$ cat config.mk
export PLATFORM = sky130hd
export DESIGN_NAME = approx_cmp_sequencer
export DESIGN_NICKNAME = d
export VERILOG_FILES = /design/src/rtl/approx_cmp_sequencer.sv
export SDC_FILE = /design/constraint.sdc
export NUM_CORES = 1
export LEC_CHECK = 0
export ABC_AREA = 1
export CORE_MARGIN = 2
export CORE_UTILIZATION = 44
export DETAILED_ROUTE_END_ITERATION = 10
export GPL_TIMING_DRIVEN = 0
export HOLD_SLACK_MARGIN = 0.12
export PLACE_DENSITY_LB_ADDON = 0.15
export RECOVER_POWER = 50
export SETUP_SLACK_MARGIN = 0.1
export SYNTH_ARGS = -nofsm -noshare
export SYNTH_HDL_FRONTEND = slang
export SYNTH_SLANG_ARGS = --single-unit
$ cat constraint.sdc
create_clock -name clk -period 4.2 [get_ports clk]
set_clock_uncertainty 0.2 [all_clocks]
set_input_delay 0.42 -clock clk [delete_from_list [all_inputs] [get_ports clk]]
set_output_delay 0.42 -clock clk [all_outputs]
set_load 0.05 [all_outputs]
$ cat src/rtl/approx_cmp_sequencer.sv
// Approximate pixel comparator sequencer: walks two WIDTH-bit operands two bits
// per cycle from the MSB pair down, stops on the first decisive pair, and can
// skip a runtime-selected number of LSB pairs. Valid/ready on both sides.
module approx_cmp_sequencer #(
  parameter int unsigned WIDTH = 8,
  localparam int unsigned NP = WIDTH / 2,
  localparam int unsigned CW = $clog2(NP + 1)
) (
  input  logic             clk,
  input  logic             rst_n,
  input  logic             in_valid,
  output logic             in_ready,
  input  logic [WIDTH-1:0] a,
  input  logic [WIDTH-1:0] b,
  input  logic [CW-1:0]    approx_pairs,
  output logic             out_valid,
  input  logic             out_ready,
  output logic             gt,
  output logic             lt,
  output logic             eq,
  output logic [CW-1:0]    cycles
);

  typedef enum logic [1:0] {StIdle, StCompare, StDone} state_e;

  state_e           state_q, state_d;
  logic [WIDTH-1:0] a_q, a_d, b_q, b_d;
  logic [CW-1:0]    stop_q, stop_d;
  logic [CW-1:0]    idx_q, idx_d;
  logic [CW-1:0]    cycles_q, cycles_d;
  logic             gt_q, gt_d, lt_q, lt_d, eq_q, eq_d;

  logic [CW-1:0]    stop_clamped;
  logic [1:0]       pair_x, pair_y;
  logic             slice_h, slice_l;

  // Current pair and the approximate slice; 10/10 and 01/01 report H on purpose.
  always_comb begin
    pair_x       = 2'(a_q >> {idx_q, 1'b0});
    pair_y       = 2'(b_q >> {idx_q, 1'b0});
    slice_h      = (pair_x[0] & ~pair_y[1]) | (pair_x[1] & ~pair_y[1]) |
                   (pair_x[1] & ~pair_y[0]);
    slice_l      = ~pair_x[1] & pair_y[1];
    stop_clamped = (approx_pairs > CW'(NP)) ? CW'(NP) : approx_pairs;
  end

  // Next-state and datapath updates.
  always_comb begin
    state_d  = state_q;
    a_d      = a_q;
    b_d      = b_q;
    stop_d   = stop_q;
    idx_d    = idx_q;
    cycles_d = cycles_q;
    gt_d     = gt_q;
    lt_d     = lt_q;
    eq_d     = eq_q;
    unique case (state_q)
      StIdle: begin
        if (in_valid) begin
          a_d      = a;
          b_d      = b;
          stop_d   = stop_clamped;
          idx_d    = CW'(NP - 1);
          cycles_d = '0;
          if (stop_clamped == CW'(NP)) begin
            // Every pair skipped: nothing left to decide.
            eq_d    = 1'b1;
            state_d = StDone;
          end else begin
            state_d = StCompare;
          end
        end
      end
      StCompare: begin
        cycles_d = cycles_q + CW'(1);
        if (slice_h) begin
          gt_d    = 1'b1;
          state_d = StDone;
        end else if (slice_l) begin
          lt_d    = 1'b1;
          state_d = StDone;
        end else if (idx_q == stop_q) begin
          eq_d    = 1'b1;
          state_d = StDone;
        end else begin
          idx_d = idx_q - CW'(1);
        end
      end
      StDone: begin
        if (out_ready) begin
          gt_d    = 1'b0;
          lt_d    = 1'b0;
          eq_d    = 1'b0;
          state_d = StIdle;
        end
      end
      default: state_d = StIdle;
    endcase
  end

  // State and datapath registers; reset aborts any transaction in flight.
  always_ff @(posedge clk or negedge rst_n) begin
    if (!rst_n) begin
      state_q  <= StIdle;
      a_q      <= '0;
      b_q      <= '0;
      stop_q   <= '0;
      idx_q    <= '0;
      cycles_q <= '0;
      gt_q     <= 1'b0;
      lt_q     <= 1'b0;
      eq_q     <= 1'b0;
    end else begin
      state_q  <= state_d;
      a_q      <= a_d;
      b_q      <= b_d;
      stop_q   <= stop_d;
      idx_q    <= idx_d;
      cycles_q <= cycles_d;
      gt_q     <= gt_d;
      lt_q     <= lt_d;
      eq_q     <= eq_d;
    end
  end

  assign in_ready  = (state_q == StIdle);
  assign out_valid = (state_q == StDone);
  assign gt        = gt_q;
  assign lt        = lt_q;
  assign eq        = eq_q;
  assign cycles    = cycles_q;

endmodule

==> run summary, run 1 <==
The post-synth net total is about 230. The maximum fanout encountered on the critical timing path came out at 4. The share of synthesized area in the top cell type comes to 0.482. For this design the ratio of total power to cell area is approximately 800 nW/um2.

The critical path data required time is 3.58 ns. Detailed placement ended at an HPWL of 2290 um. The ratio of final minimum period to clock period is 0.590.

The minimum period implied by the final worst setup slack is about 2.5 ns. The violation count after the first detailed-route iteration came out at 67. The worst setup path is captured at a primary output. The number of warnings issued by yosys is 0. In this run the horizontal extent of the chip is approximately 63 um. The clock buffer count from CTS is 5. Relative to the synthesized area, the layout overhead comes to 28.0%. After detailed routing, the average wire length per cell comes to between 10 and 15 um. The leakage power of the design came out at about 1.0 nW.

The ratio of cells with drive above 1 in the final layout is 0.134. The number of standard-cell rows in the floorplan came out at 21. The power after layout is ~0.0016 W. The most used flip-flop cell after synthesis is sky130_fd_sc_hd__dfrtp_1.

Setup repair after global routing left no endpoint under its margin. The die covers between 4000 and 5000 um2. In the routed layout, each cell is associated on average with a via count of ~4.7. The maximum vdd ir drop came out at approximately 0.3 mV.

The number of antenna violations at the first check in global routing was 0. The routability-driven placement congestion ratio came out at around 0.78. Summing all flip-flop and latch instances after layout gives ~750 um2. The number of maximum-capacitance constraint violations is 1.

The antenna cell count is 0. The final number of max-transition violations is 31. Setup violations remaining at the end of the flow were counted as 0. Global routing finished with a remaining overflow of 0.

The worst hold slack is between 0.2 and 0.3 ns. After routing, the total negative slack on setup checks comes to 0 ns. STA classifies the critical path startpoint as a register. The area used by multi-input combinational logic came out at around 700 um2. The maximum count of clock buffers along a single path is 2. The post-synthesis instance total is 200. The total iterations of the first detailed-routing run is 4.

The first global-routing pass estimated between 5000 and 6000 um of wire. The sum of routed wire length over all layers is about 3100 um. After the last flow step, the layout net total stands at ~260. The register clock-pin slew on the reported worst setup and hold paths came out at 0.10 ns. The worst reg2reg path startpoint is state_q[1]. The tree is rooted in a sky130_fd_sc_hd__clkbuf_4. The total count of hold-check failures in the final report is 0. The origin of the worst min-delay path is a_q[4].

The number of instances resized during post-cts repair is 0. The highest achievable clock rate is approximately 0.40 GHz. The number of different library cells used by synthesis comes to 23. The path class of the tightest hold or removal check is reg2reg. The average footprint of a synthesized cell is slightly below 8 um2. The number of primary I/O pins is 31. The post-synthesis instance area is 1560 um2. The detailed-route DRC error count came out at 0. The beginning of the critical path is state_q[1]. The clock latency of the later-clocked register in the worst-skew pair came out at 0.34 ns. The final reports fail on max-capacitance violations, max-slew violations.

Entering global routing, the biggest net connects 31 pins. The detailed-route via count is approximately 1.3k. Counting flops with an async set or reset pin after synthesis yields a share of 1.00. In this run, synthesis inferred 0 flip-flops with an integrated enable. The clock tree from TritonCTS is yes. The H-tree was split into 2 levels. By startpoint and endpoint, the worst setup path is classified as reg2out. The via count of the first global-routing pass came out at between 1k and 1.5k. The die outline height came out at 63.5 um. The largest total area in the synthesized netlist belongs to sky130_fd_sc_hd__dfrtp_1.

After filler insertion, the fill cell instance count of the layout stands at 344. In the post-synthesis netlist, the biggest area contributors are sky130_fd_sc_hd__dfrtp_1 (48%), sky130_fd_sc_hd__nand2_1 (21%), sky130_fd_sc_hd__nand3_1 (3.2%), sky130_fd_sc_hd__inv_1 (2.9%), sky130_fd_sc_hd__nand3_2 (2.6%). The worst reg-to-reg setup slack is roughly 2.4 ns. The critical-path cell with the highest stage delay is sky130_fd_sc_hd__clkdlybuf4s50_1. For this configuration, the core starts out at a cell density of 0.463. For the pin with the worst max-slew slack, the measured transition is approximately 1.6 ns. By count the netlist is led by sky130_fd_sc_hd__nand2_1 (89), sky130_fd_sc_hd__dfrtp_1 (30), sky130_fd_sc_hd__inv_1 (12). The post-synthesis sequential element count came out at 30. The tightest slew margin relative to the limit is -0.0404. The data arrival time of the critical path came out at ~1.9 ns. The portion of the post-synthesis area used by sequential elements came out at 0.482. Traced cell by cell, the critical path runs through nor2_1 -> clkdlybuf4s50_1. The overall fraction of global-route tracks in use is 0.179. The detail route stage leaves a number of antenna-violating nets equal to 0. The run finished, with violations left. The TritonCTS sink count is 30.

The number of port buffers came out at 30. The total core area came out at around 3400 um2. sky130_fd_sc_hd__nand2_1 is the most common cell in the netlist. The highest cell delay on the worst timing path is 0.85 ns.
-- kinds of logic after synthesis --
logic type                 count (synthesis)  synth area share
AOI/OAI and AO/OA                         15            0.0530
xor gates and xnor gates                   2            0.0113
DFF                                       30             0.482
adders and majority gates                  2            0.0161
and+or+nand+nor                          127             0.367
buffers and inverters                     24            0.0707
-- power by group --
part / internal, W / total [W] / switching, W
registers: 0.000424 / 0.000504 / 0.0000797
logic: 0.000310 / 0.000853 / 0.000543
clock network: 0.000139 / 0.000238 / 0.0000993
-- layout make-up --
cell class                      instances  share of cell area
Tap cell                               46              0.0289
Clock buffer                            6              0.0258
Timing Repair Buffer                   31               0.153
Clock inverter                          1              0.0151
Inverter                               18              0.0339
Buffer                                  6              0.0214
Multi-Input combinational cell        146               0.345
Sequential cell                        30               0.377
-- critical path, delay by kind of cell (launching register included) --
kind	cells	cell delay [ns]
buffers and inverters	1	0.85
DFF	1	0.45
and+or+nand+nor	1	0.22
-- state kept, by name (all words and copies together) (netlist names) --
register and flops:
b_q 8, eq 1, gt 1, state_q 2
cycles 3, a_q 8, idx_q 3, stop_q 3
lt 1
-- stage by stage --
| stage | utilization | setup slack [ns] | instances | cell area [um2] |
|---|---|---|---|---|
| finish | 0.592 | 1.72 | 284 | 1990 |
| global route | 0.592 | 1.64 | 284 | 1990 |
| CTS | 0.593 | 1.75 | 283 | 2000 |
| detailed placement | 0.569 | 2.01 | 276 | 1910 |
| global placement | 0.569 | 1.98 | 276 | 1910 |
| floorplan | - | 2.35 | 200 | 1560 |
-- timing repair --
item | in CTS | in global routing
buffers inserted | 0 | 0
endpoints found under the hold margin | 0 | 30
hold buffers | 0 | 1
-- worst paths after layout --
kind / endpoint / cells after the start
max in group asynchronous: stop_q[0] / 2
setup reg to reg: b_q[7] / 6
hold reg to reg: a_q[4] / 2
min in group asynchronous: eq / 2
setup / recovery: in_ready / 2
hold / removal: a_q[4] / 2
-- per-layer routing --
metal	up-vias	wire (um)	part of all wire	GRT usage
li1	701	-	-	-
met1	595	1360	0.44	0.207
met4	0	56	0.018	0.0734
met3	7	148	0.048	0.0643
met5	-	0	0	0
met2	24	1540	0.50	0.300
-- layout by cell type, fill, tap and decap left out --
cell	synthesis	layout
sky130_fd_sc_hd__a22o_1	1	1
sky130_fd_sc_hd__nor2_2	4	3
sky130_fd_sc_hd__nand4_1	5	5
sky130_fd_sc_hd__nand2_4	1	1
sky130_fd_sc_hd__nand2_2	6	4
sky130_fd_sc_hd__clkbuf_4	0	5
sky130_fd_sc_hd__ha_1	2	2
sky130_fd_sc_hd__nand3_2	4	4
sky130_fd_sc_hd__a21oi_1	5	5
sky130_fd_sc_hd__bufinv_16	0	1
sky130_fd_sc_hd__and3_1	1	1
sky130_fd_sc_hd__nor2_1	5	6
sky130_fd_sc_hd__inv_2	6	5
sky130_fd_sc_hd__o21ai_2	1	1
sky130_fd_sc_hd__o21ai_1	5	5
sky130_fd_sc_hd__inv_1	12	13
sky130_fd_sc_hd__clkbuf_1	0	1
sky130_fd_sc_hd__xnor2_1	2	2
sky130_fd_sc_hd__nand2_1	89	91
sky130_fd_sc_hd__clkbuf_8	0	1
sky130_fd_sc_hd__nand3_1	10	10
sky130_fd_sc_hd__buf_6	2	2
sky130_fd_sc_hd__nor2_4	1	1
sky130_fd_sc_hd__buf_2	4	4
sky130_fd_sc_hd__clkdlybuf4s50_1	0	29
sky130_fd_sc_hd__dlygate4sd3_1	0	1
sky130_fd_sc_hd__dfrtp_1	30	30
sky130_fd_sc_hd__o21ai_0	3	3
sky130_fd_sc_hd__nor3_1	1	1
No activity file was read; power rests on OpenSTA's default activity.
==> run 2: changes to the inputs <==
==> constraint.sdc (replaced) <==
create_clock -name clk -period 2.3 [get_ports clk]
set_clock_uncertainty 0.2 [all_clocks]
set_input_delay 0.23 -clock clk [delete_from_list [all_inputs] [get_ports clk]]
set_output_delay 0.23 -clock clk [all_outputs]
set_load 0.05 [all_outputs]
==> run 2 against run 1 <==
Global-route usage unchanged. Combinational power up 81%. Hold slack worse by 0.070 ns. The run now ends clean. Clock power up 82%. Cell area about the same. Largest power group unchanged. Register-to-register slack worse by 1.9 ns. Critical path depth down 1. Wire length about the same. Sequential power up 83%. Largest cell class unchanged. First-iteration DRC count unchanged.
==> run summary, run 2 (same netlist as run 1, synthesis figures left out) <==
The run finished with clean final reports. At the pin with the least slew margin, the transition time is 0.724 ns. The clock buffer count from CTS is 5. The global-route wire length before repair is roughly 5400 um.

The count of nets left with antenna violations once routing finished came out at 0. The number of standard-cell rows in the floorplan is 21. The clock share of power is 0.150.

The internal portion of the total power is around 0.0016 W. The worst reg-to-reg setup slack is around 0.48 ns. The category of the worst setup path capture point is a primary output.

The highest achievable clock rate is about 0.5 GHz. The number of buffers and inverters on the critical path is 1. Using the TritonRoute via totals, the vias-per-cell ratio works out to 4.67. The combinational cell fraction of total power is 0.533.

The number of antenna violations at the first check in global routing is 0. The startpoint identified for the worst hold timing path is a[4]. The cell depth of the worst flop-to-flop path came out at 6.

The number of maximum-capacitance constraint violations is 0. The final non-filler cell total came out at 284. Once layout is complete, the utilization of the core stands at 0.592. The count of buffers added by post-CTS timing repair for setup is 0. The largest registers in the layout are a_q (8), b_q (8).

The overflow left after global routing is 0. The data arrival time of the critical path came out at roughly 1.6 ns. The library cells used most frequently in the layout, excluding fill and tap cells, are sky130_fd_sc_hd__nand2_1 (91), sky130_fd_sc_hd__dfrtp_1 (30), sky130_fd_sc_hd__clkdlybuf4s50_1 (27), sky130_fd_sc_hd__inv_1 (13), sky130_fd_sc_hd__nand3_1 (10).

Leaving out fill and tap cells, the most frequent cell in the layout is sky130_fd_sc_hd__nand2_1. The critical-path cell with the highest stage delay is sky130_fd_sc_hd__clkdlybuf4s50_1. The antenna cell count came out at 0. For this run, the total global-route usage over all layers was measured as 0.179. Setup violations remaining at the end of the flow were counted as 0.

The number of levels in the clock H-tree is 2. The cell count after placement is approximately 280. The area added between synthesis and finish is 27.9%. The routed layout has 1327 vias.

The total core area is ~3400 um2. TritonCTS built the clock tree. For this design the top-level I/O count stands at 31. The maximum vdd ir drop came out at around 0.56 mV. The class of the tightest hold or removal check is in2reg. The dominant delay contributor by cell family on the critical path is buffers and inverters. The wire-length estimate of the detail-placed layout is approximately 2300 um. At the later pin of the worst-skew pair, clock insertion delay measures approximately 0.34 ns.

The net switching power came out at about 0.0013 W. Traced cell by cell, the critical path runs through clkdlybuf4s50_1. The die extent in x came out at 63.5 um.

The total count of hold-check failures in the final report came out at 0. The maximum count of clock buffers along a single path came out at 2. The pin count of the biggest net entering global routing came out at 31.

The number of nets in the layout came out at approximately 260. The power per cell area came out at approximately 1500 nW/um2. The share of total power dissipated in sequential elements is 0.317.

In this run the vertical extent of the chip is 63.5 um. After detailed routing, the total wire length is about 3100 um. The cell chosen for the clock root is sky130_fd_sc_hd__clkbuf_4.

The ratio of final minimum period to clock period is 0.873. The number of port buffers is 30. The critical path data required time is approximately 1.9 ns. The count of filler cells inserted in the layout came out at around 350. On the worst path, the slowest cell contributes a delay of 0.82 ns. The ratio of cells with drive above 1 in the final layout came out at 0.139. The worst hold path passes through 3 cells. The total iterations of the first detailed-routing run came out at 4.

The fraction of power spent switching nets came out at 0.455. The minimum period implied by the final worst setup slack is about 2 ns. The clock drives 30 sinks. The via count of the first global-routing pass was approximately 1.3k. The analysis attributes to cell leakage a power of 1.03 nW. The worst setup path is of the reg2out kind. The sum of negative setup slack is 0 ns. The violation count after the first detailed-route iteration came out at 67. The worst register-to-register path ends at b_q[7]. For hold timing, the worst endpoint is a_q[4].

The die outline area came out at 4030 um2. Setup repair after global routing left no endpoint under its margin. The initial cell density of the core came out at 0.463. Dividing the detail-routed wire length by the instance count gives ~11 um. The routability-driven placement congestion ratio came out at slightly below 0.8. The final number of max-transition violations is 0. The register clock-pin slew on the reported worst setup and hold paths is 0.10 ns.

The tightest slew margin relative to the limit came out at 0.517. The maximum fanout encountered on the critical timing path is 4. The worst register-to-register path begins at state_q[1]. The worst setup path is launched from a register. The detailed-route DRC error count came out at 0.
[run 2: cell types whose count changed in the layout (fill, tap and decap cells not counted)]
cell | previous run | this run
sky130_fd_sc_hd__dlygate4sd2_1 | 0 | 2
sky130_fd_sc_hd__clkbuf_1 | 1 | 0
sky130_fd_sc_hd__clkbuf_2 | 0 | 1
sky130_fd_sc_hd__clkdlybuf4s50_1 | 29 | 27
[run 2: power by group through the flow]
stage / logic (W) / registers, W / clock network [W]
6_report: 0.00154 / 0.000920 / 0.000434
3_3_place_gp: 0.00156 / 0.000927 / 0
2_1_floorplan: 0.00103 / 0.00108 / 0
4_1_cts: 0.00158 / 0.000924 / 0.000443
3_5_place_dp: 0.00158 / 0.000937 / 0
5_1_grt: 0.00173 / 0.000949 / 0.000471
[run 2: layout make-up]
type / instances / area (um2) / area share
repair buffers: 31 / 303 / 0.152
inverters: 18 / 67.6 / 0.0339
flip-flops and latches: 30 / 751 / 0.377
clock buffers: 6 / 51.3 / 0.0258
multi-input cells: 146 / 688 / 0.346
well taps: 46 / 57.6 / 0.0289
clock inverters: 1 / 30.0 / 0.0151
plain buffers: 6 / 42.5 / 0.0214
[run 2: worst max path at each step]
stage                 to  cells after the start  slack, ns        from
2_1_floorplan   idx_q[2]                      6       0.45  state_q[1]
3_3_place_gp      b_q[4]                      1       0.27       rst_n
3_5_place_dp      b_q[4]                      1       0.30       rst_n
4_1_cts        cycles[0]                      1       0.28   cycles[0]
5_1_grt        cycles[0]                      1       0.22   cycles[0]
6_report       cycles[0]                      1       0.29   cycles[0]
[run 2: what timing repair did]
| item | in CTS | in global routing |
|---|---|---|
| gates resized for setup | 2 | 0 |
| hold endpoints to repair | 0 | 30 |
| setup endpoints to repair | 2 | 0 |
| hold buffers | 0 | 1 |
[run 2: stage by stage]
step / total power (W) / hold WS (ns) / cell area, um2 / setup slack, ns
after global routing: 0.00315 / 0.214 / 1990 / 0.219
after detailed placement: 0.00252 / 0.268 / 1910 / 0.299
after global placement: 0.00248 / 0.258 / 1910 / 0.265
after floorplan: 0.00211 / -0.266 / 1560 / 0.445
final: 0.00290 / 0.218 / 1990 / 0.293
after CTS: 0.00295 / 0.207 / 1990 / 0.281
[run 2: layer usage]
metal	up-vias	part of all wire	global-route usage
met5	-	0	0
met2	24	0.50	0.300
li1	701	-	-
met1	595	0.44	0.207
met4	0	0.018	0.0734
met3	7	0.048	0.0643
